File: src/rtl/raster_box_scheduler.sv
`default_nettype none
// ============================================================================
// Module      : raster_box_scheduler
// Description : Round-robin arbiter that loads one requester's bounding box at
//               a time into the shared fragment iterator and reports completion.
//               Optional RASTER_SCHED_FRAGCNT_EN adds a saturating fragment count.
// Revision    : 1.0 - initial release
// ============================================================================
module raster_box_scheduler #(
    parameter int NUM_REQ    = 4,
    parameter int W          = 16,
    parameter int SETTLE_CYC = 4,
    localparam int ID_W      = $clog2(NUM_REQ)
) (
    input  logic                    clk,
    input  logic                    rst,
    input  logic [NUM_REQ-1:0]      req_valid,
    input  logic [NUM_REQ*4*W-1:0]  req_box,
    output logic [NUM_REQ-1:0]      req_ready,
    output logic                    it_nd,
    output logic [W-1:0]            it_min_x,
    output logic [W-1:0]            it_max_x,
    output logic [W-1:0]            it_min_y,
    output logic [W-1:0]            it_max_y,
    input  logic                    it_done,
    input  logic                    it_frag_rdy,
    output logic                    done_valid,
    output logic [ID_W-1:0]         done_id,
    output logic                    busy
`ifdef RASTER_SCHED_FRAGCNT_EN
    ,
    output logic [15:0]             frag_count
`endif
);

    typedef enum logic [2:0] {
        S_IDLE   = 3'd0,
        S_GRANT  = 3'd1,
        S_LAUNCH = 3'd2,
        S_SETTLE = 3'd3,
        S_RUN    = 3'd4,
        S_DONE   = 3'd5
    } state_t;

    localparam logic [3:0] SETTLE_INIT = 4'(SETTLE_CYC);

    state_t              state;
    state_t              state_nxt;
    logic [ID_W-1:0]     ptr;
    logic [ID_W-1:0]     cur_id;
    logic [ID_W-1:0]     win_id;
    logic [ID_W-1:0]     scan_id;
    logic                win_found;
    logic [3:0]          settle_cnt;
    logic [4*W-1:0]      box_q;
    logic                any_req;
    int                  scan_idx;
    logic [4*W-1:0]      boxes [NUM_REQ];

    assign any_req = |req_valid;

    for (genvar i = 0; i < NUM_REQ; i++) begin : g_box
        assign boxes[i] = req_box[i*4*W +: 4*W];
    end

    // Scan from the highest offset down so the lowest offset from ptr wins.
    always_comb begin
        win_found = 1'b0;
        win_id    = '0;
        scan_idx  = 0;
        scan_id   = '0;
        for (int k = NUM_REQ - 1; k >= 0; k--) begin
            scan_idx = int'(ptr) + k;
            if (scan_idx >= NUM_REQ) begin
                scan_idx = scan_idx - NUM_REQ;
            end
            scan_id = ID_W'(scan_idx);
            if (req_valid[scan_id]) begin
                win_found = 1'b1;
                win_id    = scan_id;
            end
        end
    end

    always_ff @(posedge clk) begin
        if (rst) begin
            state <= S_IDLE;
        end else begin
            state <= state_nxt;
        end
    end

    always_comb begin
        state_nxt  = state;
        req_ready  = '0;
        it_nd      = 1'b0;
        done_valid = 1'b0;
        done_id    = '0;
        busy       = (state != S_IDLE);
        case (state)
            S_IDLE: begin
                if (any_req) begin
                    state_nxt = S_GRANT;
                end
            end
            S_GRANT: begin
                // Requests may have vanished since IDLE; fall back without a pulse.
                if (win_found) begin
                    req_ready[win_id] = 1'b1;
                    state_nxt         = S_LAUNCH;
                end else begin
                    state_nxt = S_IDLE;
                end
            end
            S_LAUNCH: begin
                it_nd     = 1'b1;
                state_nxt = S_SETTLE;
            end
            S_SETTLE: begin
                if (settle_cnt <= 4'd1) begin
                    state_nxt = S_RUN;
                end
            end
            S_RUN: begin
                if (it_done) begin
                    state_nxt = S_DONE;
                end
            end
            S_DONE: begin
                done_valid = 1'b1;
                done_id    = cur_id;
                state_nxt  = any_req ? S_GRANT : S_IDLE;
            end
            default: begin
                state_nxt = S_IDLE;
            end
        endcase
    end

    always_ff @(posedge clk) begin
        if (rst) begin
            ptr        <= '0;
            cur_id     <= '0;
            settle_cnt <= '0;
            box_q      <= '0;
        end else begin
            case (state)
                S_GRANT: begin
                    if (win_found) begin
                        box_q  <= boxes[win_id];
                        cur_id <= win_id;
                    end
                end
                S_LAUNCH: begin
                    settle_cnt <= SETTLE_INIT;
                end
                S_SETTLE: begin
                    settle_cnt <= settle_cnt - 4'd1;
                end
                S_DONE: begin
                    ptr <= (cur_id == ID_W'(NUM_REQ - 1)) ? '0 : cur_id + 1'b1;
                end
                default: begin
                end
            endcase
        end
    end

    assign it_min_x = box_q[W-1:0];
    assign it_max_x = box_q[2*W-1:W];
    assign it_min_y = box_q[3*W-1:2*W];
    assign it_max_y = box_q[4*W-1:3*W];

`ifdef RASTER_SCHED_FRAGCNT_EN
    // Count is held after DONE so the owner can read it alongside done_valid.
    always_ff @(posedge clk) begin
        if (rst) begin
            frag_count <= '0;
        end else if (state == S_LAUNCH) begin
            frag_count <= '0;
        end else if ((state == S_SETTLE || state == S_RUN) && it_frag_rdy
                     && frag_count != 16'hFFFF) begin
            frag_count <= frag_count + 16'd1;
        end
    end
`else
    logic frag_rdy_unused;
    assign frag_rdy_unused = it_frag_rdy;
`endif

endmodule
`default_nettype wire

File: config.mk
export PLATFORM = sky130hd
export DESIGN_NAME = raster_box_scheduler
export DESIGN_NICKNAME = d
export VERILOG_FILES = /design/src/rtl/raster_box_scheduler.sv
export SDC_FILE = /design/constraint.sdc
export NUM_CORES = 1
export LEC_CHECK = 0
export ABC_CLOCK_PERIOD_IN_PS = 4670
export CORE_AREA = 2 2 131 133
export DETAILED_ROUTE_END_ITERATION = 8
export DIE_AREA = 0 0 133 135
export PLACE_DENSITY = 0.71
export SYNTH_ARGS = -nofsm -noshare
export SYNTH_HDL_FRONTEND = slang
export SYNTH_SLANG_ARGS = --single-unit
File: constraint.sdc
create_clock -name clk -period 4.67 [get_ports clk]
set_clock_uncertainty 0.2 [all_clocks]
set_input_delay 0.934 -clock clk [delete_from_list [all_inputs] [get_ports clk]]
set_output_delay 0.934 -clock clk [all_outputs]
set_load 0.01 [all_outputs]
Yosys cells after proc, flatten, opt, wreduce, memory -nomap -nowiden
Cells that the tools add are included.
{ "classes": {"n_addsub": 9, "magnitude_cmp": 12, "eq_ne": 9, "mux": 38, "bitwise": 1, "reduce_logical": 7} }
{ "op_table": {"columns": ["operator", "n"], "rows": [
  ["$bmux 64 s2", 1],
  ["$mux 64", 2],
  ["$mux 2", 11],
  ["$pmux 3 s6", 1],
  ["$lt 2x3->1 const B", 5],
  ["$ge 3x3->1 const B", 4],
  ["$mux 1", 12],
  ["$mux 3", 3],
  ["$bmux 1 s2", 4],
  ["$mux 4", 2],
  ["$pmux 4 s2", 1],
  ["$sub 2x1->2 const B", 4],
  ["$add 2x2->3 const B", 2],
  ["$eq 3x2->1 const B", 2],
  ["$eq 3x3->1 const B", 2],
  ["$ne 2x2->1 const B", 3],
  ["$le 4x1->1 const B", 1],
  ["$reduce_or 4->1", 1],
  ["$sub 4x1->4 const B", 1],
  ["$add 2x1->3 const B", 1],
  ["$eq 3x1->1 const B", 1],
  ["$ge 2x3->1 const B", 1],
  ["$logic_not 3->1", 1],
  ["$not 2->3", 1],
  ["other kinds (9)", 9]
]} }
{ "totals": {"reg_bits": 75, "inputBits": 264, "output_inout_bits": 73} }

Longest topological paths before layout
{ "depth": {"ltp_word": 15, "mapped_depth": 7, "depth_no_buf": 7} }

Worst setup path before layout
Ideal clock, no wire load.
{ "synth_path": {"path_type": "input to output", "from": "in req_valid[2]", "to": "out req_ready[0]", "t_arrival_ps": 1976, "t_required_ps": 3536, "path_slack_ps": 1560, "cell_stages": 6, "path_buffers": 2, "cell_sequence": "mux2i_1 > nor2_1 > buf_4 > clkbuf_1 > nor3_1 > nor3_1"} }
{ "synth_between": {"elab_chain_len": 12} }
{ "synth_rtl": {"columns": ["item", "line", "text"], "rows": [
  ["start: declaration", "17", "input logic [NUM_REQ-1:0] req_valid,"],
  ["$bmux 1 s2", "78", "if (req_valid[scan_id]) begin"],
  ["$mux 1 (not written as such)", "78", null],
  ["$mux 2 (4 in a row)", "78", null],
  ["$lt 2x3->1 (not written as such) / $ge 2x1->1 (equally long branches)", "109", "req_ready[win_id] = 1'b1;"],
  ["$logic_and 1x1->1 (not written as such)", "109", null],
  ["$mux 1 (not written as such)", "109", null],
  ["$demux 1 s2", "109", null],
  ["$mux 4 *", "108", "if (win_found) begin"],
  ["$mux 4 *", "100", "case (state)"],
  ["end: declaration", "19", "output logic [NUM_REQ-1:0] req_ready,"]
]} }
Every way passes the cells marked *; elsewhere a longest branch is shown, timed or not. The select of a mux whose other input is x is not followed.

Worst setup path after layout
{ "layout_path": {"from": "in req_valid[2]", "to": "out req_ready[1]"} }
The elaborated chain is that of the path after synthesis.

==> impl_metrics.tcl <==
set metrics [dict create \
    outcome "completed" \
    use_met1_pct 28.2 \
    hpwl_um 14900 \
    yosys.cell_types.count 38 \
    final_cell_mix "clkdlybuf4s50_1, dfxtp_1, nand2_1" \
    crit_family "buffers and inverters" \
    dieHeight_um 135 \
    cp.arrival_ns 3.10 \
    die_w_um 133 \
    hold_ws_ns 0.265 \
    finalHoldViolations 0 \
    finalWeightedCongestion 0.826 \
    dieArea_sq_mm 0.0180 \
    post_cts_buffers 0 \
    timing.fmax_mhz 236 \
    synth_cells 612 \
    grt_max_degree 65 \
    end_kind "primary output" \
    crit_fanout 6 \
    layout_commonest_cell "clkdlybuf4s50_1" \
    grt_pass1_vias 5891 \
    ys_seq_area_share_pct 29.4 \
    slowest_delay_ns 0.59 \
    slew_viol_final 0 \
    syn_area_sq_mm 0.00511 \
    synthesis.nets 879 \
    core_sq_mm 0.0164 \
    hp-class "reg -> reg" \
    async_flop_share_pct 0 \
    start_kind "primary input" \
    p_leak_nw 3.35 \
    cts_buffer_depth 2 \
    maxCapViolCount 0 \
    dr.pass1.iters 4 \
    clk_latency_ns 0.34 \
    io_pins 337 \
    rsz0062_at_grt "no" \
    fin_crit_sh_pct 90.7 \
    vias 6066 \
    initial_utilization_pct 31.2 \
    antenna_found_initial 0 \
    synth_ff_type "dfxtp_1" \
    synth_largest_area_cell "dfxtp_1" \
    yosys.area.top_type_share_pct 29.4 \
    yosysWarnings 0 \
    grt_pass1_wl_um 32500 \
    num_antenna_cells 0 \
    peakVddDrop_uv 162 \
    port_buffers 335 \
    path_cells "clkdlybuf4s50_1, and2b_1, a311oi_4, nor2_1, nor3_1, clkdlybuf4s50_1" \
    viasPerCell 5.38 \
    ys_ff_latch 75 \
    totalWireLength_um 21500 \
    postCtsHoldBufs 0 \
    cts_buffers 9 \
    initialDrtViolationCount 289 \
    cts_resized 0 \
    h-tree-depth 3 \
    gr-usage-met3_pct 5.03 \
    area_growth_pct 73.3 \
    clkTransAtPathRegs_ns 0.06 \
    drc 0 \
    grt_overflow_total 0 \
    setup-tns-final_ns 0 \
    power.density_mw_per_mm2 266 \
    finalPower_mw 2.36 \
    fillCellCount 1504 \
    syn_area_per_cell_sq_um 8.36 \
    antenna_left 0 \
    nets 1170 \
    cts_num_sinks 75 \
    fin_crit_ns 4.23 \
    cp_common_cell "clkdlybuf4s50_1" \
    synth_edf_count 0 \
    busiest_layer "met2" \
    slowest_stage "clkdlybuf4s50_1" \
    grt.total_usage_pct 22.9 \
    use_met2_pct 39.1 \
    required_ns 3.54 \
    max_slew_margin_pct 44.7 \
    setup-violations-final 0 \
    final_layout_size_suffix_gt1_share_pct 4.63 \
    clock-root-buffer "clkbuf_16" \
    cts_tree "yes" \
    yosys-top-cells-area "dfxtp_1, mux2i_1, a21o_1" \
    rows 47 \
    path_class "in -> out" \
    worst_pin_slew_ns 0.829 \
    wl_per_cell_um 19.1 \
    cp_num_buf_inv 2 \
]
[kinds of logic after synthesis]
group / after synthesis / share of synthesized area [%]
and+or+nand+nor: 177 / 17.5
AOI/OAI and AO/OA: 214 / 31.5
adders and majority gates: 3 / 0.734
muxes: 66 / 12.9
DFF: 75 / 29.4
buffers and inverters: 77 / 7.95
[worst paths after layout]
path,end,slack (ns),from,depth (start not counted)
worst max-delay path,req_ready[1],0.44,req_valid[2],6
worst min-delay path,box_q[46],0.27,box_q[46],2
worst max register to register,box_q[29],2.28,ptr[1],6
worst min register to register,box_q[46],0.27,box_q[46],2
[worst register-to-register path: stages, from the launching register on]
cell	delay (ns)
dfxtp_1	0.41
mux2i_1	0.35
or2_2	0.21
buf_4	0.60
nand4_1	0.22
a21o_1	0.23
o211ai_1	0.09
[layer usage]
layer / part of all wire [%] / routed length (um)
met5: 0 / 0
met4: 3.0 / 656
met3: 6.5 / 1390
met2: 50 / 10700
met1: 41 / 8790
[state kept, by name, summed over array words and instances, names as in the netlist]
register and flops:
state 3, box_q 64, cur_id 2, ptr 2
settle_cnt 4
[power breakdown]
group	switching, mW	internal, mW
combinational	0.331	0.440
clock	0.284	0.549
sequential	0.0429	0.713
total	0.658	1.70
[per-stage QoR]
stage	utilization, %	worst slack, ns	std cells	area [sq um]
final	54.0	0.435	1127	8860
after global routing	54.0	0.323	1127	8860
after CTS	54.0	0.418	1127	8860
after detailed placement	51.9	0.420	1112	8510
after global placement	51.9	0.479	1112	8510
after floorplan	-	1.56	612	5110
[area by class of cell]
class	count	area (sq um)	share of cell area, %
clock buffer	11	253	2.85
clock inverter	4	97.6	1.10
inverter	8	30.0	0.339
multi-input combinational	460	3250	36.6
sequential	75	1500	16.9
tap	220	275	3.11
timing repair buffer	349	3460	39.0
[synthesized netlist by cell type, drive strengths merged, types with 8 or more instances]
library cell	number
o211ai	64
mux2i	66
nor3	9
o31ai	64
a21oi	10
dfxtp	75
nor2	13
a21o	65
nand4	64
buf	39
inv	8
nand2	72
clkbuf	30
(Power assumes the default switching activity.)
